### src/rtl/ins_fetch.sv
// Instruction fetch unit: walks a 16-bit PC through a tagged, one-cycle ROM,
// assembles one- or two-word instructions and hands them to the decoder.
module ins_fetch #(
  parameter logic [15:0] RESET_PC = 16'h0000
) (
  input  logic        clk,
  input  logic        rst_n,
  input  logic        fetch_en,
  input  logic        branch_valid,
  input  logic [15:0] branch_addr,
  output logic [15:0] ROM_addr,
  input  logic [15:0] ROM_addr_out,
  input  logic [15:0] ROM_InsSet_out,
  output logic        out_valid,
  input  logic        out_ready,
  output logic [15:0] out_word,
  output logic [15:0] out_imm,
  output logic        out_two_word,
  output logic [15:0] out_pc
);

  typedef enum logic [2:0] {IDLE, W0, C0, W1, C1, OUT} state_t;

  typedef struct packed {
    logic [15:0] word;
    logic [15:0] imm;
    logic        two_word;
    logic [15:0] pc;
  } ins_t;

  state_t      state, state_d;
  logic [15:0] pc, pc_d, rom_addr_d;
  logic [15:0] pc_inc1, pc_hs;
  ins_t        ins_q, ins_d;
  logic        is_two;

  assign pc_inc1 = pc + 16'd1;
  assign pc_hs   = ins_q.two_word ? pc + 16'd2 : pc_inc1;
  assign is_two  = (ROM_InsSet_out[13:12] == 2'b10);

  always_comb begin
    state_d    = state;
    pc_d       = pc;
    rom_addr_d = ROM_addr;
    ins_d      = ins_q;
    case (state)
      IDLE: if (fetch_en) begin
        rom_addr_d = pc;
        state_d    = W0;
      end
      W0: state_d = C0;
      // Data tagged with any other address is left over from an earlier request.
      C0: if (ROM_addr_out == pc) begin
        ins_d.word = ROM_InsSet_out;
        ins_d.pc   = pc;
        if (is_two) begin
          rom_addr_d = pc_inc1;
          state_d    = W1;
        end else begin
          ins_d.imm      = 16'h0000;
          ins_d.two_word = 1'b0;
          state_d        = OUT;
        end
      end
      W1: state_d = C1;
      C1: if (ROM_addr_out == pc_inc1) begin
        ins_d.imm      = ROM_InsSet_out;
        ins_d.two_word = 1'b1;
        state_d        = OUT;
      end
      OUT: if (out_ready) begin
        pc_d = pc_hs;
        if (fetch_en) begin
          rom_addr_d = pc_hs;
          state_d    = W0;
        end else begin
          state_d = IDLE;
        end
      end
      default: state_d = IDLE;
    endcase
    // Redirect overrides everything, including a same-cycle handshake increment.
    if (branch_valid) begin
      pc_d = branch_addr;
      if (fetch_en) begin
        rom_addr_d = branch_addr;
        state_d    = W0;
      end else begin
        state_d = IDLE;
      end
    end
  end

  always_ff @(posedge clk or negedge rst_n) begin
    if (!rst_n) begin
      state    <= IDLE;
      pc       <= RESET_PC;
      ROM_addr <= RESET_PC;
      ins_q    <= '0;
    end else begin
      state    <= state_d;
      pc       <= pc_d;
      ROM_addr <= rom_addr_d;
      ins_q    <= ins_d;
    end
  end

  assign out_valid    = (state == OUT);
  assign out_word     = ins_q.word;
  assign out_imm      = ins_q.imm;
  assign out_two_word = ins_q.two_word;
  assign out_pc       = ins_q.pc;

endmodule

### config.mk
export PLATFORM = sky130hd
export DESIGN_NAME = ins_fetch
export DESIGN_NICKNAME = d
export VERILOG_FILES = /design/src/rtl/ins_fetch.sv
export SDC_FILE = /design/constraint.sdc
export NUM_CORES = 1
export LEC_CHECK = 0
export ABC_AREA = 1
export BUFFER_PORTS_ARGS = -buffer_cell sky130_fd_sc_hd__buf_4
export CAP_MARGIN = 10
export CORE_UTILIZATION = 45
export DETAILED_ROUTE_END_ITERATION = 7
export PLACE_DENSITY = 0.74
export SLEW_MARGIN = 20
export SYNTH_ARGS = -nofsm -noshare
export SYNTH_HDL_FRONTEND = slang
export SYNTH_SLANG_ARGS = --single-unit
export TNS_END_PERCENT = 1
### constraint.sdc
create_clock -name clk -period 2.1 [get_ports clk]
set_input_delay 0.42 -clock clk [delete_from_list [all_inputs] [get_ports clk]]
set_output_delay 0.42 -clock clk [all_outputs]
set_load 0.02 [all_outputs]
==> After elaboration in Yosys (flattened, before gate mapping) <==
Cells that the tools add are included.
{ "classes": {"mux": 24, "eq_ne": 15, "n_addsub": 2, "n_reduce_logical": 8} }
{ "ops": {"columns": ["operator", "count"], "rows": [
  ["2-to-1 mux 16 bit", 11],
  ["one-hot mux 16 bit (3 select lines)", 1],
  ["2-to-1 mux 17 bit", 2],
  ["one-hot mux 17 bit (2 select lines)", 1],
  ["2-to-1 mux 33 bit", 1],
  ["== test 16 bit", 2],
  ["2-to-1 mux 3 bit", 6],
  ["one-hot mux 3 bit (6 select lines)", 1],
  ["adder 16 x 1 -> 16 bit, second input constant", 1],
  ["adder 16 x 2 -> 16 bit, second input constant", 1],
  ["inequality test 3 bit, second input constant", 3],
  ["AND reduction 4 bit", 2],
  ["== test 3 x 2 -> 1 bit, second input constant", 2],
  ["== test 3 bit, second input constant", 2],
  ["inequality test 2 bit, second input constant", 3],
  ["nonzero test 2 bit", 3],
  ["AND reduction 2 bit", 2],
  ["== test 3 x 1 -> 1 bit, second input constant", 1],
  ["logical NOT 3 bit", 1],
  ["inequality test 3 x 2 -> 1 bit, second input constant", 1],
  ["== test 2 bit, second input constant", 1],
  ["2-to-1 mux 1 bit", 1]
]} }
{ "word_totals": {"ff_bits": 84, "inputBits": 53} }

==> Depth between registers and ports, before layout <==
{ "logic_depth": {"depth_word": 7, "mapped_depth": 17} }

==> Worst setup path after synthesis <==
OpenSTA, ideal clock, no wires.
{ "synth_timing": {"path_kind": "register to register", "startpoint": "reg pc[1]", "endpoint": "reg ins_q (netlist bit out_imm[13])", "arrival_time_ns": 1.899, "setup_ns": 0.118, "stages_incl_launch_ff": 16, "path_buffers": 1, "setup_slack_ns": 0.083, "cell_sequence": "dfrtp_1 ha_1 inv_1 nor2_2 nand2_2 nand2_1 nand3_1 nor2_1 nand2_1 nor2_2 nand3_2 nand2_4 nand3_4 buf_6 nand2_2 o21ai_2"} }
{ "synth_via": {"elab_chain_len": 4, "word_cells_on_any_way": 6, "cone_classes": "1 x add/sub; 4 x eq/ne; 1 x reduce/logical"} }
{ "synth_rtl": {"columns": ["item", "line_no", "source"], "rows": [
  ["from (decl)", "32", "logic [15:0] pc, pc_d, rom_addr_d;"],
  ["from (signal assigned)", "102", "pc <= pc_d;"],
  ["adder 16 x 1 -> 16 bit", "37", "assign pc_inc1 = pc + 16'd1;"],
  ["== test 16 bit", "66", "C1: if (ROM_addr_out == pc_inc1) begin"],
  ["inequality test 2 bit (no line)", null, null],
  ["AND reduction 4 bit (no line) (*)", null, null],
  ["to (signal assigned)", "104", "ins_q <= ins_d;"],
  ["to (decl)", "34", "ins_t ins_q, ins_d;"]
]} }
Every way passes the cells marked *; elsewhere a longest branch is shown, timed or not.
A chain may end at the register's enable or synchronous reset.

==> Worst setup path in the final report <==
{ "layout_timing": {"startpoint": "reg pc[7]", "endpoint": "reg ROM_addr[10]"} }
{ "layout_via": {"elab_chain_len": 7, "word_cells_on_any_way": 11, "cone_classes": "2 x add/sub; 1 x eq/ne; 8 x mux"} }
{ "layout_rtl": {"columns": ["item", "line_no", "source"], "rows": [
  ["adder 16 x 1 -> 16 bit or adder 16 x 2 -> 16 bit (tied branches)", "37, 38", null],
  ["2-to-1 mux 16 bit", "38", "assign pc_hs = ins_q.two_word ? pc + 16'd2 : pc_inc1;"],
  ["2-to-1 mux 16 bit", "73", "if (fetch_en) begin"],
  ["2-to-1 mux 16 bit", "71", "OUT: if (out_ready) begin"],
  ["one-hot mux 16 bit (3 select lines) (*)", "46", "case (state)"],
  ["2-to-1 mux 16 bit", "85", "if (fetch_en) begin"],
  ["2-to-1 mux 16 bit (*)", "83", "if (branch_valid) begin"],
  ["via rom_addr_d[10]", "32", null],
  ["to (signal assigned)", "103", "ROM_addr <= rom_addr_d;"],
  ["to (decl)", "11", "output logic [15:0] ROM_addr,"]
]} }
The timed path passes the listed nets; every way through them passes the cells marked *.

==> flow_summary_export.csv <==
group,metric,value,unit
timing,skew,0.008588,ns
timing,fmax,0.4765,GHz
layout,antenna_cells,0,
yosys,synthDistinctLibCells,37,
clock_tree,holdBufCountCts,0,
timing,slew_headroom,63.24,%
route,post_drt_wl_per_cell,16.07,um
timing,slew_violations,0,
global_routing,grt_usage,30.51,%
yosys,synth_top_cell_area_share,37.02,%
yosys,synth_area,5678,sq um
power_and_ir_drop,intPower,4.572,mW
route,highest_layer,"met4",
setup_path,cp_common_cell,"nand2_1",
power_and_ir_drop,switching_power,3.427,mW
route,antenna_left,0,
layout,num-fill-cells,1104,
power_and_ir_drop,powerDensity,1014,nW/um^2
layout,multi_input_area,3136,sq um
yosys,yosysSeqAreaShare,37.02,%
setup_path,critPathSlowestCell,"dfrtp_2",
die,pin_count,119,
die,die_w,114.3,um
route,via_per_inst,5.245,
yosys,synth_largest_area_cell,"dfrtp_1",
route,wl_met3,1383,um
yosys,netlist_top_cells_area,"dfrtp_1 (37%), nand2_1 (17%), o21ai_0 (7.0%)",
route,num_vias,6247,
die,dieArea,13070,sq um
setup_path,rr_startpoint,"pc[7]$_DFFE_PN0P_",
setup_path,r2r_slack,0.001,ns
die,fp-row-count,40,
power_and_ir_drop,p_seq_share,29.3,%
placed_design,hpwl,14680,um
global_routing,antenna_found_initial,0,
setup_path,arrival,2.35,ns
global_routing,grt_max_degree,65,
die,core,12160,sq um
yosys,syn-instance-count,826,
setup_path,cpLargestDelayFamily,"simple AND/OR/NAND/NOR gates",
timing,min_period_over_period,99.94,%
global_routing,gr-total-overflow,0,
route,wl_met1,8295,um
clock_tree,cts_tree,"done",
power_and_ir_drop,power.leakage,4.110,nW
placed_design,dp_slack,-0.1706,ns
yosys,yosys_most_used_dff,"dfrtp_1",
timing,fin_ws,0.001283,ns
layout,ff_latch_area,2111,sq um
setup_path,r2r_end,"ROM_addr[10]$_DFF_PN0_",
route,drcViolationCount,0,
timing,rsz0062_at_grt,"yes",
clock_tree,htree_levels,3,
setup_path,critPathBufInv,2,
layout,final_cell_mix,"nand2_1 (243), buf_4 (214), inv_1 (92)",
timing,period_needed,2.099,ns
power_and_ir_drop,combPwrFrac,49.5,%
yosys,synth_warnings,0,
route,drt-total-wl,19140,um
placed_design,place.port_buffers,118,
global_routing,grt_pass1_vias,5975,
clock_tree,cts_sinks,84,
yosys,syn-num-nets,882,
setup_path,start_kind,"flip-flop",
power_and_ir_drop,p_sw_share,42.84,%
placed_design,gp_congestion,0.9133,
power_and_ir_drop,p_clk_share,21.3,%
yosys,ys_ff_latch,84,
flow_run,maxCapViolations,0,
clock_tree,cts_root_buf,"clkbuf_16",
setup_path,crit_required,2.35,ns
layout,final_common_cell,"nand2_1",
timing,tightest_slew,0.5509,ns
setup_path,rr_worst_depth,12,
setup_path,cp-end-kind,"flip-flop",
route,wl_met2,8886,um
clock_tree,clk_pin_slew,0.07,ns
clock_tree,cts_max_path_buffers,2,
status,status,"complete, no violations",
route,drt_iter0_drc,468,
yosys,syn_area_per_cell,6.874,sq um
setup_path,path_max_fanout,8,
timing,setup_viol,0,
power_and_ir_drop,peakVddDrop,0.5866,mV
route,first_pass_iters,7,
layout,drive_gt1_share,31.67,%
die,initial_core_util,46.69,%
timing,finalHoldViolCount,0,
setup_path,crit_chain,"nand2_1 -> nor2_4 -> nand3_1 -> buf_4 -> xor2_1 -> nand2_1 -> o21ai_0 -> nand2_1 -> a21oi_1 -> nand3b_1 -> nand2_1 -> inv_1",
layout,area_growth,38.87,%
layout,nets,1074,
min_path,min_path_type,"primary input to asynchronous set/reset pin",
yosys,async_flop_share,100.0,%
setup_path,crit_type,"flip-flop to flip-flop",
clock_tree,cts_made_buffers,9,
die,fp.dieH,114.3,um
clock_tree,clkLatencyLatePin,0.35,ns
layout,fin_util,64.84,%
global_routing,grt_pass1_wl,30470,um
setup_path,slowest_delay,0.41,ns
yosys,synth-edff-count,0,
setup_path,worstSetupStartpoint,"pc[7]$_DFFE_PN0P_",
cell usage after synthesis (3+ instances only):
cell,n
nand3b_1,7
nand4_1,11
nor2_4,3
nand3_1,57
buf_2,7
a21oi_1,50
o221ai_1,4
xnor2_1,8
nor2_2,6
inv_2,6
xor2_1,23
o211ai_1,9
clkbuf_1,24
nand2_1,251
ha_1,3
dfrtp_1,84
buf_4,5
inv_1,96
nor2_1,34
o21ai_0,79
o21ai_1,12
o21ai_2,9
nand2_2,16
logic make-up (layout without fill, tap and decap cells):
kind of cell	count (synthesis)	count (layout)	share of synthesized area, %
simple gates	397	397	31.00
compound gates	167	167	16.24
buf+inv	144	341	10.29
flops	84	84	37.02
xor+xnor	31	31	4.782
fa+ha+maj	3	3	0.6612
sequential cells by signal (all words and copies together) (netlist names):
| signal | count |
|---|---|
| out_two_word | 1 |
| pc | 16 |
| ROM_addr | 16 |
| state | 3 |
| out_pc | 16 |
| out_imm | 16 |
| out_word | 16 |
worst max path at each step:
stage | endpoint | cells past startpoint
global route | ROM_addr[7]$_DFF_PN0_ | 13
detailed placement | out_imm[15]$_DFFE_PN0P_ | 14
CTS | out_imm[8]$_DFFE_PN0P_ | 15
floorplan | out_imm[13]$_DFFE_PN0P_ | 15
global placement | out_imm[3]$_DFFE_PN0P_ | 14
finish | ROM_addr[10]$_DFF_PN0_ | 12
final cells by class:
class	instances	area share, %
clock buffer	9	2.856
clock inverter	7	1.111
inverter	104	5.014
multi-input combinational	598	39.77
sequential	84	26.77
tap	168	2.666
timing repair buffer	221	21.82
per-layer routing:
metal	track usage [%]	vias to the layer above
li1	-	3028
met3	4.553	49
met4	13.25	0
met5	0	-
met1	40.70	2872
met2	49.37	298
what timing repair did:
action / CTS / global route
pin swaps: 7 / 12
resized for setup: 13 / 41
cloned: 0 / 0
endpoints found under the setup margin: 21 / 71
buffers inserted: 4 / 4
per-stage QoR:
stage / std cells / setup TNS (ns) / cell area, sq um / hold slack, ns / power, mW
final: 1191 / 0 / 7885 / 0.02361 / 7.999
after global routing: 1191 / -1.868 / 7885 / 0.05147 / 8.503
after CTS: 1187 / 0 / 7741 / 0.04164 / 7.872
after detailed placement: 1167 / -2.654 / 7338 / 0.4054 / 6.076
after global placement: 1167 / -2.117 / 7338 / 0.4044 / 6.021
after floorplan: 826 / 0 / 5678 / 0.1244 / 4.566
power groups by stage:
stage | Sequential [mW] | Combinational (mW) | Clock (mW)
final | 2.34 | 3.96 | 1.70
after global routing | 2.38 | 4.36 | 1.77
after CTS | 2.32 | 3.84 | 1.71
after detailed placement | 2.34 | 3.73 | 0
after global placement | 2.34 | 3.68 | 0
after floorplan | 2.60 | 1.97 | 0
worst register-to-register path, cell delays in order (launching register included):
cell and delay [ns]:
dfrtp_2 0.41, nand2_1 0.15, nor2_4 0.28, nand3_1 0.14, buf_4 0.18, xor2_1 0.19, nand2_1 0.07, o21ai_0 0.14
nand2_1 0.10, a21oi_1 0.14, nand3b_1 0.10, nand2_1 0.07, inv_1 0.03
Power figures use the tool's default switching activity.
